[src/rtl/pc_sequencer.sv]
// Program-counter owner and fetch sequencer: arbitrates sequential fetch, stalls,
// EX-stage redirects, halt drain and misaligned-target trap; drives IF/ID, ID/EX controls.
`timescale 1ns/1ps
module pc_sequencer #(
  parameter int              PC_W         = 9,
  parameter logic [PC_W-1:0] RESET_PC     = '0,
  parameter int              DRAIN_CYCLES = 3
) (
  input  logic            clk,
  input  logic            reset,
  input  logic            Stall,
  input  logic            PcSel,
  input  logic [31:0]     BrPC,
  input  logic            Halt,
  input  logic [PC_W-1:0] Ex_PC,
  input  logic            Resume,
  output logic [PC_W-1:0] Cur_PC,
  output logic            PC_En,
  output logic            Flush_IFID,
  output logic            Flush_IDEX,
  output logic            Halted,
  output logic            Misalign,
  output logic [15:0]     Br_Count
);

  typedef enum logic [1:0] {S_RUN, S_DRAIN, S_HALT, S_TRAP} state_t;

  localparam logic [PC_W-1:0] PC_STEP = PC_W'(4);
  localparam logic [3:0]      DRAIN_N = 4'(DRAIN_CYCLES);

  state_t          state, state_n;
  logic [PC_W-1:0] pc_n;
  logic [3:0]      drain_cnt, drain_cnt_n;
  logic [15:0]     br_count_n;
  logic            misalign_n;

  // Target bits above the PC width are architecturally dropped.
  generate
    if (PC_W < 32) begin : g_trunc
      logic br_hi_unused;
      assign br_hi_unused = ^BrPC[31:PC_W];
    end
  endgenerate

  always_ff @(posedge clk) begin
    if (reset) begin
      state     <= S_RUN;
      Cur_PC    <= RESET_PC;
      drain_cnt <= '0;
      Br_Count  <= '0;
      Misalign  <= 1'b0;
    end else begin
      state     <= state_n;
      Cur_PC    <= pc_n;
      drain_cnt <= drain_cnt_n;
      Br_Count  <= br_count_n;
      Misalign  <= misalign_n;
    end
  end

  always_comb begin
    state_n     = state;
    pc_n        = Cur_PC;
    drain_cnt_n = drain_cnt;
    br_count_n  = Br_Count;
    misalign_n  = Misalign;
    PC_En       = 1'b0;
    Flush_IFID  = 1'b0;
    Flush_IDEX  = 1'b0;
    Halted      = 1'b0;

    case (state)
      S_RUN: begin
        if (Halt) begin
          // Refetch point is the instruction after the halt; any same-cycle redirect is dropped.
          pc_n        = Ex_PC + PC_STEP;
          Flush_IFID  = 1'b1;
          Flush_IDEX  = 1'b1;
          drain_cnt_n = 4'd1;
          state_n     = S_DRAIN;
        end else if (PcSel && (BrPC[1:0] != 2'b00)) begin
          Flush_IFID = 1'b1;
          Flush_IDEX = 1'b1;
          misalign_n = 1'b1;
          state_n    = S_TRAP;
        end else if (PcSel) begin
          // Redirect wins over a stall: the stalled ID instruction is on the wrong path.
          pc_n       = BrPC[PC_W-1:0];
          PC_En      = 1'b1;
          Flush_IFID = 1'b1;
          Flush_IDEX = 1'b1;
          if (Br_Count != 16'hFFFF) br_count_n = Br_Count + 16'd1;
        end else if (Stall) begin
          Flush_IDEX = 1'b1;
        end else begin
          pc_n  = Cur_PC + PC_STEP;
          PC_En = 1'b1;
        end
      end

      S_DRAIN: begin
        Flush_IFID = 1'b1;
        Flush_IDEX = 1'b1;
        if (drain_cnt == DRAIN_N) state_n = S_HALT;
        else                      drain_cnt_n = drain_cnt + 4'd1;
      end

      S_HALT: begin
        Halted     = 1'b1;
        Flush_IFID = 1'b1;
        Flush_IDEX = 1'b1;
        if (Resume) state_n = S_RUN;
      end

      S_TRAP: begin
        Flush_IFID = 1'b1;
        Flush_IDEX = 1'b1;
      end

      default: state_n = S_RUN;
    endcase
  end

endmodule

[config.mk]
export PLATFORM = sky130hd
export DESIGN_NAME = pc_sequencer
export DESIGN_NICKNAME = d
export VERILOG_FILES = /design/src/rtl/pc_sequencer.sv
export SDC_FILE = /design/constraint.sdc
export NUM_CORES = 1
export LEC_CHECK = 0
export ABC_AREA = 1
export ABC_CLOCK_PERIOD_IN_PS = 1500
export CAP_MARGIN = 20
export CORE_ASPECT_RATIO = 1.2
export CORE_UTILIZATION = 41
export DETAILED_ROUTE_END_ITERATION = 8
export GPL_TIMING_DRIVEN = 0
export MAX_ROUTING_LAYER = met4
export PLACE_DENSITY = 0.86
export SYNTH_ARGS = -nofsm -noshare
export SYNTH_HDL_FRONTEND = slang
export SYNTH_SLANG_ARGS = --single-unit
export TNS_END_PERCENT = 5
[constraint.sdc]
create_clock -name clk -period 1.5 [get_ports clk]
set_clock_uncertainty 0.05 [all_clocks]
set_input_delay 0.375 -clock clk [delete_from_list [all_inputs] [get_ports clk]]
set_output_delay 0.375 -clock clk [all_outputs]
set_load 0.03 [all_outputs]
==> impl_metrics.yaml, run 1 <==
outcome:
  status: "complete, but fails checks"
  violations: "setup timing"
critical_path:
  reg2regPathDepth: 11
  crit_path_cell_trace: "inv_4, ha_4, inv_4, nor2_4, inv_2, nor2_4, buf_6"
  start_kind: "flip-flop"
  end_kind: "output port"
  crit_family: "flip-flops"
  cpPeakStageDelay_ns: 0.36
  r2r-end: "Br_Count[6]"
  timing.rr.start: "state[1]"
  crit_path_top_delay_cell: "dfxtp_4"
  critPathArrivalTime_ns: 1.26
  critPathBufInv: 4
  path_class: "reg2out"
  cp_data_required_time_ns: 1.07
  reg2reg_setup_slack_ns: -0.08
  cp_max_fo: 4
cells_and_area:
  area_growth_syn_to_layout_pct: 41.4
  nets: 479
  drive_above_1_share_pct: 27.8
  multi_input_area_um2: 1520
  diodes: 0
  regArea_um2: 667
  num-fill-cells: 460
clock_network:
  cts_tree: "yes"
  cts_root_buffer: "clkbuf_8"
  cts_htree_levels: 2
  insertion_delay_ns: 0.29
  cts_made_buffers: 5
  clock_sinks: 32
  post_cts_hold_buffer_count: 0
  clkTransAtPathRegs_ns: 0.08
  clk_path_buf_depth: 2
synth:
  synth_seq_cells: 32
  synth_edf_count: 0
  synth_seq_area_share_pct: 28.3
  ys.flop_type: "dfxtp_1"
  async_flop_share_pct: 0
  postSynthAreaPerCell_um2: 6.39
  synth_cells: 354
  ys_warn_count: 0
  postSynthNetCount: 410
  synth_cell_types: 33
  mappedNetlistArea_um2: 2260
sta:
  fin_tns_setup_ns: -1.46
  post-route-period-util_pct: 113
  tightest_slew_ns: 0.662
  relSlewSlack_pct: 55.9
  fmax_mhz: 592
  min_period_ns: 1.69
  rsz0062_at_grt: "true"
  finalWorstSetupSlack_ns: -0.190
  final_max_slew_viol_count: 0
  hold_viol: 0
  setup_viol: 21
die:
  fp.dieW_um: 69.8
  initial_core_util_pct: 42.7
  io_pins: 77
  die_h_um: 83.3
  die-area_um2: 5820
  rows: 29
  core_um2: 5300
routing:
  vias_per_cell: 5.07
  first_pass_iters: 4
  vias: 2462
  totalWireLength_um: 6040
  wire_per_inst_um: 12.4
  drtIter0Drc: 150
  drt.antenna.violating_nets: 0
  drc: 0
pwr:
  p_int_mw: 2.28
  swShare_pct: 39.9
  power_frac_seq_pct: 29.8
  p_leak_nw: 1.38
  clkPwrFrac_pct: 22.2
  p_comb_share_pct: 47.9
  max-vdd-ir-drop_mv: 0.521
  p_per_area_nw_per_um2: 1180
  p_sw_mw: 1.51
global_routing:
  grt.overflow.total: 0
  grt_pass1_vias: 2255
  antenna_found_initial: 0
  grt_max_degree: 12
  grt_pass1_wl_um: 9870
  grt_use_total_pct: 21.2
job:
  cap_violations: 0
placement:
  pre_cts_slack_ns: -0.971
  hpwlAfterDp_um: 4050
  port_buffers: 50
  place.gp.congestion: 0.785
hold_path:
  min_path_type: "in2reg"
  min_path_cells: 2
  hp-start: "reset"
  hold_end: "Br_Count[0]"
[routing by layer]
layer  GRT usage, %  vias up  part of all wire, %
met2           36.4       75                   50
met5              -        -                    0
met4           7.45        0                  1.8
met1           24.4     1110                   42
li1               -     1267                    -
met3           4.25       10                  6.1
[cell usage after synthesis (4+ instances only)]
cell type  instances  area share, %
nand2_2            5            1.4
a21oi_1           19            4.2
dfxtp_1           32             28
nand3_1           28            6.2
inv_1             36            6.0
xor2_1             4            1.5
o21ai_0           18            4.0
ha_1               9            5.0
nor2_1            55            9.1
buf_2              6            1.3
nand4_1            4            1.1
nand2_1           96             16
a21oi_2           11            4.3
nand3b_1           5            1.7
[cells by family after synthesis]
kind of cell / after synthesis / share of synthesized area (%)
AOI/OAI and AO/OA: 53 / 13.9
xor gates and xnor gates: 6 / 2.32
adders and majority gates: 9 / 4.98
buffers and inverters: 50 / 9.85
DFF: 32 / 28.3
and+or+nand+nor: 204 / 40.6
[how the worst max path moves through the flow]
stage,slack [ns],endpoint,cells past startpoint,start
3_3_place_gp,-0.98,PC_En,5,BrPC[1]
3_5_place_dp,-0.97,PC_En,5,BrPC[0]
5_1_grt,-0.24,PC_En,7,state[1]
4_1_cts,-0.25,PC_En,7,state[1]
2_1_floorplan,-0.04,Br_Count[10],10,state[0]
6_report,-0.19,PC_En,7,state[1]
[flip-flops by register name, indices dropped and copies added (netlist names)]
signal and cells:
Br_Count 16, Cur_PC 9, Misalign 1, drain_cnt 4, state 2
[cells in the final DEF (no fill, tap or decap), types with 5 or more instances in the layout]
cell and count:
clkdlybuf4s15_2 10, buf_6 5, nand2_2 6, ha_1 5, dfxtp_1 17, clkdlybuf4s50_1 16
dfxtp_2 12, clkbuf_2 8, clkbuf_8 5, buf_2 7, a21oi_1 18, nand2_1 95
o21ai_0 13, clkdlybuf4s15_1 5, a21oi_2 11, buf_4 11, nor2_1 51, nand3b_1 5
inv_1 33, nand3_1 23
[final cells by class]
class | instances | area share [%]
Sequential cell | 32 | 20.9
Timing Repair Buffer | 62 | 18.0
Multi-Input combinational cell | 272 | 47.4
Buffer | 11 | 2.82
Inverter | 39 | 4.97
Tap cell | 62 | 2.43
Clock inverter | 3 | 1.33
Clock buffer | 5 | 2.15
[stage by stage]
stage / utilization [%] / instances / power [mW] / hold slack (ns) / area, um2
global route: 60.3 / 486 / 4.03 / 0.336 / 3200
floorplan: - / 354 / 2.08 / 0.398 / 2300
CTS: 58.9 / 479 / 3.61 / 0.309 / 3120
detailed placement: 54.3 / 466 / 2.52 / 0.429 / 2880
global placement: 54.3 / 466 / 2.48 / 0.402 / 2880
finish: 60.3 / 486 / 3.79 / 0.316 / 3200
[power by group through the flow]
stage | clock network, mW | registers, mW | logic [mW]
4_1_cts | 0.867 | 1.12 | 1.62
6_report | 0.842 | 1.13 | 1.81
3_3_place_gp | 0 | 1.12 | 1.36
2_1_floorplan | 0 | 1.27 | 0.808
5_1_grt | 0.902 | 1.15 | 1.98
3_5_place_dp | 0 | 1.13 | 1.40
[timing repair]
action,in CTS,in global routing
cloned,0,1
pin swaps,3,5
hold endpoints to repair,0,0
buffers inserted,5,6
resized for setup,113,36
endpoints found under the setup margin,59,51
Note: power is estimated with default switching activity, not from simulation.
==> run 2, diff against run 1 <==
--- a/config.mk
+++ b/config.mk
@@ -11,8 +11,8 @@
 export CORE_ASPECT_RATIO = 1.2
 export CORE_UTILIZATION = 41
 export DETAILED_ROUTE_END_ITERATION = 8
+export GPL_ROUTABILITY_DRIVEN = 0
 export GPL_TIMING_DRIVEN = 0
-export MAX_ROUTING_LAYER = met4
 export PLACE_DENSITY = 0.86
 export SYNTH_ARGS = -nofsm -noshare
 export SYNTH_HDL_FRONTEND = slang
==> run 2 against run 1 <==
  * The flow still finishes with violations (setup timing)
  * Non-clock buffer count is the same
  * Flip-flop and latch count stayed put
  * Die area stayed put
  * Maximum frequency grew 0.92%
  * Hold slack improved by 0.0083 ns
  * First-iteration DRC count down 11%
  * Clock power decreased by 1%
  * Register-to-register slack about the same
  * Worst setup slack improved by 0.015 ns
  * Critical path type unchanged
  * Highest routed layer unchanged
==> impl_metrics.yaml, run 2 (synthesis results as in run 1) <==
die:
  core_um2: 5300
  die_h_um: 83.3
  rows: 29
  io_pins: 77
  initial_core_util_pct: 42.7
  fp.dieW_um: 69.8
  die-area_um2: 5820
critical_path:
  cp_max_fo: 4
  critPathArrivalTime_ns: 1.25
  end_kind: "output port"
  path_class: "reg2out"
  cp_data_required_time_ns: 1.07
  reg2regPathDepth: 11
  start_kind: "flip-flop"
global_routing:
  grt_pass1_wl_um: 9870
  grt_max_degree: 12
  antenna_found_initial: 0
  grt.overflow.total: 0
  grt_pass1_vias: 2255
  grt_use_total_pct: 20.6
sta:
  relSlewSlack_pct: 53.3
  setup_viol: 21
  tightest_slew_ns: 0.701
  min_period_ns: 1.67
  fin_tns_setup_ns: -1.42
  timing.hold.ws_ns: 0.324
  hold_viol: 0
  fmax_mhz: 597
  finalWorstSetupSlack_ns: -0.174
  post-route-period-util_pct: 112
  final_max_slew_viol_count: 0
  rsz0062_at_grt: "true"
cells_and_area:
  area_growth_syn_to_layout_pct: 41.4
  diodes: 0
  top_register: "Br_Count"
  regArea_um2: 667
  multi_input_area_um2: 1520
  drive_above_1_share_pct: 27.8
  nets: 479
  largest_reg_flops: 16
  final_cell_mix: "nand2_1, nor2_1, inv_1"
  reg_top3: "Br_Count: 16 flops, Cur_PC: 9 flops, drain_cnt: 4 flops"
  mostFrequentLayoutCell: "nand2_1"
  num-fill-cells: 460
placement:
  port_buffers: 50
  hpwlAfterDp_um: 4050
outcome:
  status: "complete, but fails checks"
  violations: "setup timing"
routing:
  wire_per_inst_um: 12.4
  vias_per_cell: 5.10
  drc: 0
  first_pass_iters: 5
  drt.antenna.violating_nets: 0
  drtIter0Drc: 133
  totalWireLength_um: 6000
  vias: 2477
pwr:
  p_comb_share_pct: 48.1
  p_leak_nw: 1.38
  p_per_area_nw_per_um2: 1180
  p_int_mw: 2.28
  max-vdd-ir-drop_mv: 0.511
  clkPwrFrac_pct: 22.0
  power_frac_seq_pct: 29.9
  p_sw_mw: 1.50
  swShare_pct: 39.7
clock_network:
  clk_path_buf_depth: 2
  post_cts_hold_buffer_count: 0
  clock_sinks: 32
  cts_root_buffer: "clkbuf_8"
  insertion_delay_ns: 0.29
  cts_htree_levels: 2
  cts_tree: "yes"
  cts_made_buffers: 5
  clkTransAtPathRegs_ns: 0.08
hold_path:
  min_path_cells: 2
  min_path_type: "in2reg"
job:
  cap_violations: 0
[run 2: metal layers]
| metal | GRT usage (%) | routed length, um |
|---|---|---|
| met1 | 24.4 | 2580 |
| met2 | 36.4 | 3060 |
| met3 | 4.25 | 329 |
| met4 | 7.45 | 37 |
| met5 | 0 | 0 |
[run 2: metrics by stage]
step                cell area (um2)  total power, mW  cells  utilization, %  worst slack, ns
finish                         3200             3.78    486            60.3           -0.174
global route                   3200             4.03    486            60.3           -0.237
CTS                            3120             3.61    479            58.9           -0.249
detailed placement             2880             2.52    466            54.3           -0.971
global placement               2880             2.48    466            54.3           -0.980
floorplan                      2300             2.08    354               -          -0.0363
[run 2: final cells by class]
type,count,area share [%]
multi-input combinational,272,47.4
sequential,32,20.9
timing repair buffer,62,18.0
inverter,39,4.97
buffer,11,2.82
tap,62,2.43
clock buffer,5,2.15
clock inverter,3,1.33
[run 2: power by group through the flow]
stage | clock network (mW) | registers [mW] | logic [mW]
detailed placement | 0 | 1.13 | 1.40
finish | 0.831 | 1.13 | 1.82
CTS | 0.867 | 1.12 | 1.62
global placement | 0 | 1.12 | 1.36
floorplan | 0 | 1.27 | 0.808
global route | 0.902 | 1.15 | 1.98
[run 2: critical path, cell delays in order, from the launching register on]
cell	delay [ns]
dfxtp_4	0.36
inv_4	0.07
ha_4	0.15
inv_4	0.04
nor2_4	0.09
inv_2	0.05
nor2_4	0.07
buf_6	0.13
[run 2: what timing repair did]
| action | 4_1_cts | 5_1_grt |
|---|---|---|
| pin swaps | 3 | 5 |
| setup buffers | 5 | 6 |
| cloned | 0 | 1 |
| gates resized for setup | 113 | 36 |
| setup endpoints to repair | 59 | 51 |
[run 2: worst paths after layout]
path,startpoint,end,slack [ns]
worst max-delay path,state[1],PC_En,-0.17
worst min-delay path,reset,Br_Count[0],0.32
worst max register to register,state[1],Br_Count[6],-0.08
worst min register to register,drain_cnt[1],drain_cnt[1],0.44
==> run 3, diff against run 2 <==
--- a/config.mk
+++ b/config.mk
@@ -6,7 +6,7 @@
 export NUM_CORES = 1
 export LEC_CHECK = 0
 export ABC_AREA = 1
-export ABC_CLOCK_PERIOD_IN_PS = 1500
+export ABC_CLOCK_PERIOD_IN_PS = 1400
 export CAP_MARGIN = 20
 export CORE_ASPECT_RATIO = 1.2
 export CORE_UTILIZATION = 41
==> constraint.sdc (replaced) <==
create_clock -name clk -period 1.4 [get_ports clk]
set_clock_uncertainty 0.05 [all_clocks]
set_input_delay 0.35 -clock clk [delete_from_list [all_inputs] [get_ports clk]]
set_output_delay 0.35 -clock clk [all_outputs]
set_load 0.03 [all_outputs]
==> run 3 against run 2 <==
  * The run still ends with setup timing left
  * Worst setup slack lost 0.068 ns
  * Sequential power grew 6%
  * Critical path depth is the same
  * First-iteration DRC count grew 17%
  * Combinational power shrank 7%
  * Count of clock-buffer cells in the layout grew 1
  * Critical path type unchanged
  * Largest power group unchanged
==> impl_metrics.yaml, run 3 (synthesis results as in run 1) <==
clock_network:
  cts_tree: "yes"
  cts_htree_levels: 2
  clkTransAtPathRegs_ns: 0.07
  insertion_delay_ns: 0.29
  clk_path_buf_depth: 2
  cts_root_buffer: "clkbuf_8"
  cts_made_buffers: 5
  clock_sinks: 32
cells_and_area:
  reg_top3: "Br_Count: 16 flops, Cur_PC: 9 flops, drain_cnt: 4 flops"
  finalNonFillerCells: 479
  top_register: "Br_Count"
  area_growth_syn_to_layout_pct: 37.2
  mostFrequentLayoutCell: "nand2_1"
  fin_area_um2: 3100
  largest_reg_flops: 16
  final_cell_mix: "nand2_1, nor2_1, inv_1"
  drive_above_1_share_pct: 27.8
  num-fill-cells: 491
  nets: 472
  fin_util_pct: 58.6
  diodes: 0
critical_path:
  cpPeakStageDelay_ns: 0.34
  end_kind: "output port"
  reg2reg_setup_slack_ns: -0.16
  critPathArrivalTime_ns: 1.24
  path_class: "reg2out"
  crit_path_cell_trace: "inv_4, ha_4, inv_2, nor2_4, inv_2, nor2_4, buf_6"
  cp_max_fo: 4
  r2r-end: "Br_Count[3]"
  crit_path_top_delay_cell: "dfxtp_2"
  start_kind: "flip-flop"
  cp_data_required_time_ns: 1.00
  reg2regPathDepth: 11
  timing.rr.start: "state[1]"
global_routing:
  grt_max_degree: 11
  antenna_found_initial: 0
  grt.overflow.total: 0
  grt_pass1_vias: 2331
  grt_pass1_wl_um: 10000
  grt_use_total_pct: 20.8
pwr:
  p_per_area_nw_per_um2: 1170
  p_leak_nw: 1.33
  total_power_mw: 3.65
  max-vdd-ir-drop_mv: 0.698
routing:
  drt.antenna.violating_nets: 0
  drc: 0
  drtIter0Drc: 156
  vias: 2414
  totalWireLength_um: 5950
  wire_per_inst_um: 12.4
  first_pass_iters: 4
  vias_per_cell: 5.04
placement:
  dpl_cell_area_um2: 2930
  pre_cts_slack_ns: -1.05
  dp_cells: 466
  port_buffers: 50
  hpwlAfterDp_um: 4330
die:
  core_um2: 5300
  die-area_um2: 5820
  rows: 29
  io_pins: 77
  fp.dieW_um: 69.8
  initial_core_util_pct: 42.7
  die_h_um: 83.3
sta:
  final_max_slew_viol_count: 0
  fin_tns_setup_ns: -3.44
  post-route-period-util_pct: 117
  timing.hold.ws_ns: 0.295
  setup_viol: 28
  tightest_slew_ns: 0.691
  min_period_ns: 1.64
  rsz0062_at_grt: "true"
  relSlewSlack_pct: 53.9
  hold_viol: 0
  finalWorstSetupSlack_ns: -0.242
  fmax_mhz: 609
hold_path:
  min_path_type: "in2reg"
  hp-start: "reset"
  hold_end: "Br_Count[2]"
  min_path_cells: 2
job:
  cap_violations: 0
outcome:
  violations: "setup timing"
  status: "complete, but fails checks"
==> run 3: changes by cell type in the layout (fill, tap and decap cells not counted), sizes merged <==
cell,delta
clkinv,+1
clkdlybuf4s18,-1
dlygate4sd2,+1
clkbuf,-5
clkinvlp,-1
dlymetal6s2s,-2
clkdlybuf4s15,+1
bufinv,-1
==> run 3: area by class of cell <==
cell class	count	area (um2)	area share (%)
clock inverter	2	10.0	0.323
timing repair buffer	55	523	16.9
inverter	39	156	5.04
clock buffer	6	82.6	2.66
sequential	32	681	21.9
tap	62	77.6	2.50
multi-input combinational	272	1480	47.8
buffer	11	90.1	2.90
==> run 3: routing by layer <==
layer | up-vias | share of wire, % | track usage, %
li1 | 1252 | - | -
met1 | 1086 | 42 | 22.9
met2 | 68 | 51 | 40.0
met3 | 8 | 5.8 | 4.00
met4 | 0 | 1.3 | 5.09
met5 | - | 0 | 0
==> run 3: report_power, final <==
| group | switching, mW | leakage (nW) | internal (mW) | total, mW |
|---|---|---|---|---|
| Clock | 0.360 | 0.0510 | 0.392 | 0.753 |
| Combinational | 1.01 | 1.00 | 0.683 | 1.69 |
| Sequential | 0.152 | 0.272 | 1.05 | 1.20 |
| Total | 1.52 | 1.33 | 2.13 | 3.65 |
==> run 3: worst max path at each step <==
stage                   end  startpoint  cells after the start  slack [ns]
2_1_floorplan  Br_Count[10]    state[0]                     10       -0.07
3_5_place_dp          PC_En     BrPC[1]                      5       -1.05
4_1_cts               PC_En    state[1]                      7       -0.23
5_1_grt               PC_En    state[1]                      7       -0.32
3_3_place_gp          PC_En     BrPC[1]                      5       -1.07
6_report              PC_En    state[1]                      7       -0.24
==> run 3: what timing repair did <==
item	4_1_cts	5_1_grt
cloned	0	1
buffers inserted	3	1
gates resized for setup	127	23
hold buffers	0	0
endpoints found under the setup margin	59	44
pin swaps	6	1
==> run 3: critical path, delay by kind of cell, from the launching register on <==
family                     cells  cell delay [ns]
and+or+nand+nor                2             0.18
adders and majority gates      1             0.14
DFF                            1             0.34
buffers and inverters          4             0.29
